==> config.mk <==
export PLATFORM = sky130hd
export DESIGN_NAME = demux_stream_router_flat
export DESIGN_NICKNAME = d
export VERILOG_FILES = /design/src/rtl/demux_stream_router_if.sv /design/src/rtl/demux_stream_router.sv /design/src/flat_wrapper.sv
export SDC_FILE = /design/constraint.sdc
export NUM_CORES = 1
export LEC_CHECK = 0
export CORE_MARGIN = 2
export CORE_UTILIZATION = 25
export CTS_CLUSTER_DIAMETER = 200
export CTS_CLUSTER_SIZE = 8
export DETAILED_ROUTE_END_ITERATION = 6
export HOLD_SLACK_MARGIN = 0.1
export PLACE_DENSITY_LB_ADDON = 0.05
export SYNTH_ARGS = -nofsm -noshare
export SYNTH_HDL_FRONTEND = slang
export SYNTH_SLANG_ARGS = --single-unit
==> constraint.sdc <==
create_clock -name clk -period 1.65 [get_ports clk]
set_input_delay 0.33 -clock clk [delete_from_list [all_inputs] [get_ports clk]]
set_output_delay 0.33 -clock clk [all_outputs]
set_load 0.03 [all_outputs]
==> src/rtl/demux_stream_router_if.sv <==
// Bundles the input stream, both routed output streams and the packet counters of
// demux_stream_router. The slave modport is the router's view; master is the environment's.
interface demux_stream_router_if #(
  parameter int WIDTH = 8
);
  logic [WIDTH-1:0] din;
  logic             din_valid;
  logic             din_last;
  logic             sel;
  logic             din_ready;

  logic [WIDTH-1:0] dout_0;
  logic             dout_0_valid;
  logic             dout_0_last;
  logic             dout_0_ready;

  logic [WIDTH-1:0] dout_1;
  logic             dout_1_valid;
  logic             dout_1_last;
  logic             dout_1_ready;

  logic [7:0]       pkt_cnt_0;
  logic [7:0]       pkt_cnt_1;

  modport slave (
    input  din, din_valid, din_last, sel, dout_0_ready, dout_1_ready,
    output din_ready, dout_0, dout_0_valid, dout_0_last,
           dout_1, dout_1_valid, dout_1_last, pkt_cnt_0, pkt_cnt_1
  );

  modport master (
    output din, din_valid, din_last, sel, dout_0_ready, dout_1_ready,
    input  din_ready, dout_0, dout_0_valid, dout_0_last,
           dout_1, dout_1_valid, dout_1_last, pkt_cnt_0, pkt_cnt_1
  );
endinterface

==> src/rtl/demux_stream_router.sv <==
// Packet-aware 1:2 stream demux: the first beat's sel picks the output for the whole packet.
// One output register gives 1-cycle latency with full throughput; per-output packet counters.
module demux_stream_router #(
  parameter int WIDTH = 8
) (
  input logic                   clk,
  input logic                   rst,
  demux_stream_router_if.slave  stream
);

  typedef enum logic {IDLE, BUSY} state_e;

  state_e           state_q, state_d;
  logic             route_q, route_d;
  logic [WIDTH-1:0] data_q, data_d;
  logic             last_q, last_d;
  logic             dest_q, dest_d;
  logic             full_q, full_d;
  logic [7:0]       cnt0_q, cnt0_d;
  logic [7:0]       cnt1_q, cnt1_d;

  logic selReady;
  logic handoff;
  logic accept;
  logic outEn0;
  logic outEn1;

  // Only the currently addressed output can stall the register.
  assign selReady = dest_q ? stream.dout_1_ready : stream.dout_0_ready;
  assign handoff  = !rst && full_q && selReady;
  assign stream.din_ready = !rst && (!full_q || selReady);
  assign accept   = stream.din_valid && stream.din_ready;

  // Outputs are forced quiet while rst is high so a held beat is never presented.
  assign outEn0 = !rst && !dest_q;
  assign outEn1 = !rst && dest_q;

  assign stream.dout_0_valid = outEn0 && full_q;
  assign stream.dout_1_valid = outEn1 && full_q;
  assign stream.dout_0       = outEn0 ? data_q : '0;
  assign stream.dout_1       = outEn1 ? data_q : '0;
  assign stream.dout_0_last  = outEn0 && last_q;
  assign stream.dout_1_last  = outEn1 && last_q;
  assign stream.pkt_cnt_0    = rst ? 8'd0 : cnt0_q;
  assign stream.pkt_cnt_1    = rst ? 8'd0 : cnt1_q;

  always_comb begin
    state_d = state_q;
    route_d = route_q;
    data_d  = data_q;
    last_d  = last_q;
    dest_d  = dest_q;
    full_d  = full_q;
    cnt0_d  = cnt0_q;
    cnt1_d  = cnt1_q;

    if (accept) begin
      data_d = stream.din;
      last_d = stream.din_last;
      full_d = 1'b1;
      if (state_q == IDLE) begin
        dest_d = stream.sel;
        if (!stream.din_last) begin
          state_d = BUSY;
          route_d = stream.sel;
        end
      end else begin
        dest_d = route_q;
        if (stream.din_last) begin
          state_d = IDLE;
        end
      end
    end else if (handoff) begin
      full_d = 1'b0;
    end

    if (handoff && last_q) begin
      if (dest_q) begin
        cnt1_d = cnt1_q + 8'd1;
      end else begin
        cnt0_d = cnt0_q + 8'd1;
      end
    end
  end

  always_ff @(posedge clk) begin
    if (rst) begin
      state_q <= IDLE;
      route_q <= 1'b0;
      data_q  <= '0;
      last_q  <= 1'b0;
      dest_q  <= 1'b0;
      full_q  <= 1'b0;
      cnt0_q  <= 8'd0;
      cnt1_q  <= 8'd0;
    end else begin
      state_q <= state_d;
      route_q <= route_d;
      data_q  <= data_d;
      last_q  <= last_d;
      dest_q  <= dest_d;
      full_q  <= full_d;
      cnt0_q  <= cnt0_d;
      cnt1_q  <= cnt1_d;
    end
  end

endmodule

==> src/flat_wrapper.sv <==
// flat-port wrapper written by rule: the top's interface ports become plain ports
module demux_stream_router_flat 
#(
  parameter int WIDTH = 8
)
  (clk, rst, stream_din, stream_din_valid, stream_din_last, stream_sel, stream_dout_0_ready, stream_dout_1_ready, stream_din_ready, stream_dout_0, stream_dout_0_valid, stream_dout_0_last, stream_dout_1, stream_dout_1_valid, stream_dout_1_last, stream_pkt_cnt_0, stream_pkt_cnt_1);
  demux_stream_router_if #(.WIDTH(WIDTH)) stream_i ();
  input logic clk;
  input logic rst;
  input wire logic [$bits(stream_i.din)-1:0] stream_din;
  input wire logic [$bits(stream_i.din_valid)-1:0] stream_din_valid;
  input wire logic [$bits(stream_i.din_last)-1:0] stream_din_last;
  input wire logic [$bits(stream_i.sel)-1:0] stream_sel;
  input wire logic [$bits(stream_i.dout_0_ready)-1:0] stream_dout_0_ready;
  input wire logic [$bits(stream_i.dout_1_ready)-1:0] stream_dout_1_ready;
  output wire logic [$bits(stream_i.din_ready)-1:0] stream_din_ready;
  output wire logic [$bits(stream_i.dout_0)-1:0] stream_dout_0;
  output wire logic [$bits(stream_i.dout_0_valid)-1:0] stream_dout_0_valid;
  output wire logic [$bits(stream_i.dout_0_last)-1:0] stream_dout_0_last;
  output wire logic [$bits(stream_i.dout_1)-1:0] stream_dout_1;
  output wire logic [$bits(stream_i.dout_1_valid)-1:0] stream_dout_1_valid;
  output wire logic [$bits(stream_i.dout_1_last)-1:0] stream_dout_1_last;
  output wire logic [$bits(stream_i.pkt_cnt_0)-1:0] stream_pkt_cnt_0;
  output wire logic [$bits(stream_i.pkt_cnt_1)-1:0] stream_pkt_cnt_1;
  assign stream_i.din = stream_din;
  assign stream_i.din_valid = stream_din_valid;
  assign stream_i.din_last = stream_din_last;
  assign stream_i.sel = stream_sel;
  assign stream_i.dout_0_ready = stream_dout_0_ready;
  assign stream_i.dout_1_ready = stream_dout_1_ready;
  assign stream_din_ready = stream_i.din_ready;
  assign stream_dout_0 = stream_i.dout_0;
  assign stream_dout_0_valid = stream_i.dout_0_valid;
  assign stream_dout_0_last = stream_i.dout_0_last;
  assign stream_dout_1 = stream_i.dout_1;
  assign stream_dout_1_valid = stream_i.dout_1_valid;
  assign stream_dout_1_last = stream_i.dout_1_last;
  assign stream_pkt_cnt_0 = stream_i.pkt_cnt_0;
  assign stream_pkt_cnt_1 = stream_i.pkt_cnt_1;
  demux_stream_router #(.WIDTH(WIDTH)) u_core (.clk(clk), .rst(rst), .stream(stream_i));
endmodule
==> key figures <==
Layout
  – Fillers: 639
  – Antenna cells: 0
  – Fin area: 0.00242 mm^2
  – Post-route core utilization: 40.6%
  – Proportion of layout cells with a drive suffix above 1: a little over a third
  – Area of the multi-input gates: 947 um^2
  – Layout area overhead: 55.2%
  – Final #Nets: 280
  – Register area: roughly 580 um^2

Timing
  – # setup viols final: 0
  – RSZ-0062 raised after global routing: yes
  – Slew HR: 77.1%
  – Final worst path period need: 1.59 ns
  – Period utilisation layout: between 90% and 100%
  – Fin. Hold Viols: 0
  – Hold slack: 0.462 ns
  – Worst Skew: 0.00617 ns
  – FMAX: 630 MHz
  – Worst Tran Pin Value: between 0.3 and 0.4 ns
  – Slew Viols, Final: 0
  – Setup TNS: 0 ns

Synthesis
  – Post-synth EDFFs: 0
  – Warnings, synthesis: 0
  – Most common cell in the synthesized netlist: dfxtp_1
  – Avg Inst Size Synth: 8.28 um^2
  – Fraction of the yosys area taken by sequential cells: 37.3%
  – Synth cell count leaders: dfxtp_1 (29), nand2_1 (25), and2_1 (20), nor2b_1 (17), mux2i_1 (12)
  – Synth cell types: 29
  – Synth top area cells: dfxtp_1 (37%), and2_1 (8.0%), mux2i_1 (7.7%), nor2b_1 (6.8%), nand2_1 (6.0%)
  – Mapped Cells: 188
  – Synthesized cell area: 0.00156 mm^2
  – FF+latch count, synth: 29
  – Synth top area share: 37.3%
  – Fraction of registers with async set/reset: 0%
  – Area leader, netlist: dfxtp_1
  – Mapped Nets: 205
  – Ys flop type: dfxtp_1

Clock tree
  – CTS root buffer: clkbuf_8
  – Worst-path clk slew: 0.06 ns
  – H-tree levels: 2
  – Maximum clock insertion buffer count: 2
  – Clk Latency, worst-skew pair: between 0.2 and 0.3 ns
  – CTS tree: built
  – # clock sinks: 29
  – Total CTS buffers: 5
  – CTS hold repair buffers: 0

Pwr
  – LEAKAGE: 1.04 nW
  – Worst VDD drop: 0.256 mV
  – Total power: 1.64 mW
  – Power Dens Cells: 679 mW/mm^2

Placement
  – RePlAce Congestion: 0.728
  – PortBufs: 51
  – Placed inst area: 0.00219 mm^2
  – HPWL after DPL: 3010 um

Setup path
  – Worst path required time: 1.32 ns
  – Register-to-Register Path Depth: 4
  – CP max stage delay: 0.35 ns
  – CP Cell Sequence: nor2_2 -> and2_1 -> buf_4
  – Kind of critical path: reg -> out
  – Worst reg2reg path endpoint: u_core.cnt0_q[7]$_SDFFE_PP0P_
  – Worst Setup Start Kind: flip-flop
  – Worst setup EP type: primary output
  – CP max stage cell: dfxtp_4
  – CP Data Arrival Time: about 1.3 ns
  – Worst R2R Start: u_core.dest_q$_SDFFE_PP0P_
  – R2R Setup Slk: around 0.07 ns
  – Crit-path max FO: 10

Die
  – Starting Density: 26.1%
  – Total I/O pin count: 52
  – Die area: approximately 0.007 mm^2
  – Die X: around 83 um
  – Row count: 28
  – Die height: 82.9 um
  – Core region area: 0.00596 mm^2

Global routing
  – Pin count of the biggest net entering global routing: 21
  – GR Util All Layers: 11.9%
  – First-pass GRT wire length: 6780 um
  – Antenna violations before repair: 0
  – Vias in the first global route: 1,463
  – Gr ovfl total: 0

Detailed routing
  – Wirelength per Cell: 11.8 um
  – Via count: 1,508
  – 1st-iter DRT viols: 11
  – Vias/cell: 4.45
  – DRC: 0
  – Pre-antenna DRT Iters: 4
  – Drt total wl: roughly 4000 um
  – DRT antenna net count: 0

Min path
  – Hold endpoint: u_core.data_q[3]$_SDFFE_PP0P_
  – Hold path start: u_core.data_q[3]$_SDFFE_PP0P_
  – Hold depth: 2
  – HP Class: reg -> reg

Status
  – Status: completed

Run
  – Max-capacitance violation count: 0
-- repair_timing --
item                       4_1_cts  5_1_grt
hold endpoints to repair         0        0
cloned                           0        0
resized for setup               24        8
setup endpoints to repair       43       19
buffers inserted                 4        2
-- sequential cells by signal (all words and copies together) (netlist names) --
signal / count
u_core.last_q: 1
u_core.cnt1_q: 8
u_core.data_q: 8
u_core.route_q: 1
u_core.state_q: 1
u_core.full_q: 1
u_core.dest_q: 1
u_core.cnt0_q: 8
-- where the power goes --
group          internal (mW)  leakage, nW  switching [mW]
Clock                  0.376       0.0542           0.271
Sequential             0.723        0.237          0.0188
Combinational          0.126        0.752           0.126
-- metrics by stage --
stage,instances,setup slack [ns]
3_3_place_gp,326,-0.396
6_report,339,0.0635
4_1_cts,338,0.000677
2_1_floorplan,188,0.147
3_5_place_dp,326,-0.390
5_1_grt,339,-0.0242
-- cells in the final DEF, fill, tap and decap left out --
master and instances:
dlygate4sd2_1 2, clkinv_2 1, mux2i_4 1, nand3_1 8, a21oi_2 2, nand4_1 4
clkbuf_8 7, buf_2 1, or4_1 2, nand2_1 25, nor2b_2 1, buf_12 1
o211ai_1 2, mux2_2 8, buf_4 51, o31ai_1 1, buf_6 12, dfxtp_4 1
nor2_1 9, clkdlybuf4s50_1 11, and2_4 3, a21oi_1 8, mux2i_1 11, dfxtp_1 28
ha_1 2, nor2b_1 16, nand4bb_2 1, a2111oi_2 1, a211oi_1 1, or3_1 4
and4_1 2, nor3_1 4, and2_1 17, inv_1 5, o21ai_0 7, nor2_2 1
nor4_1 1, a2bb2oi_1 1, and4bb_2 1
-- worst max-delay path, delay by kind of cell, from the launching register on --
| kind | cells | cell delay (ns) |
|---|---|---|
| buffers and inverters | 1 | 0.15 |
| AND/OR/NAND/NOR | 2 | 0.48 |
| flip-flops | 1 | 0.35 |
-- worst max path at each step --
stage / depth (start not counted) / endpoint / startpoint
2_1_floorplan: 3 / stream_din_ready / rst
5_1_grt: 4 / u_core.cnt0_q[7]$_SDFFE_PP0P_ / u_core.dest_q$_SDFFE_PP0P_
3_5_place_dp: 4 / u_core.cnt0_q[7]$_SDFFE_PP0P_ / rst
6_report: 3 / stream_dout_0[1] / u_core.dest_q$_SDFFE_PP0P_
3_3_place_gp: 4 / u_core.cnt0_q[7]$_SDFFE_PP0P_ / rst
4_1_cts: 4 / stream_din_ready / u_core.dest_q$_SDFFE_PP0P_
-- per-layer routing --
layer / GRT usage, % / wire length, um / up-vias / part of all wire (%)
li1: - / - / 800 / -
met1: 15.3 / 1910 / 678 / 48
met2: 19.4 / 1870 / 25 / 47
met3: 2.88 / 181 / 5 / 4.5
met4: 4.47 / 45 / 0 / 1.1
met5: 0 / 0 / - / 0
-- cells by family after synthesis --
group / count (synthesis) / synth area share, %
simple gates: 99 / 34.4
flops: 29 / 37.3
compound gates: 23 / 8.92
mux: 20 / 13.5
buf+inv: 15 / 4.26
fa+ha+maj: 2 / 1.61
-- area by class of cell --
cell class              instances  share of cell area, %
clock inverters                 1                  0.207
well taps                      75                   3.88
clock buffers                   7                   3.99
multi-input cells             144                   39.2
repair buffers                 78                   27.8
flip-flops and latches         29                   24.2
inverters                       5                  0.777
(Power assumes the default switching activity.)
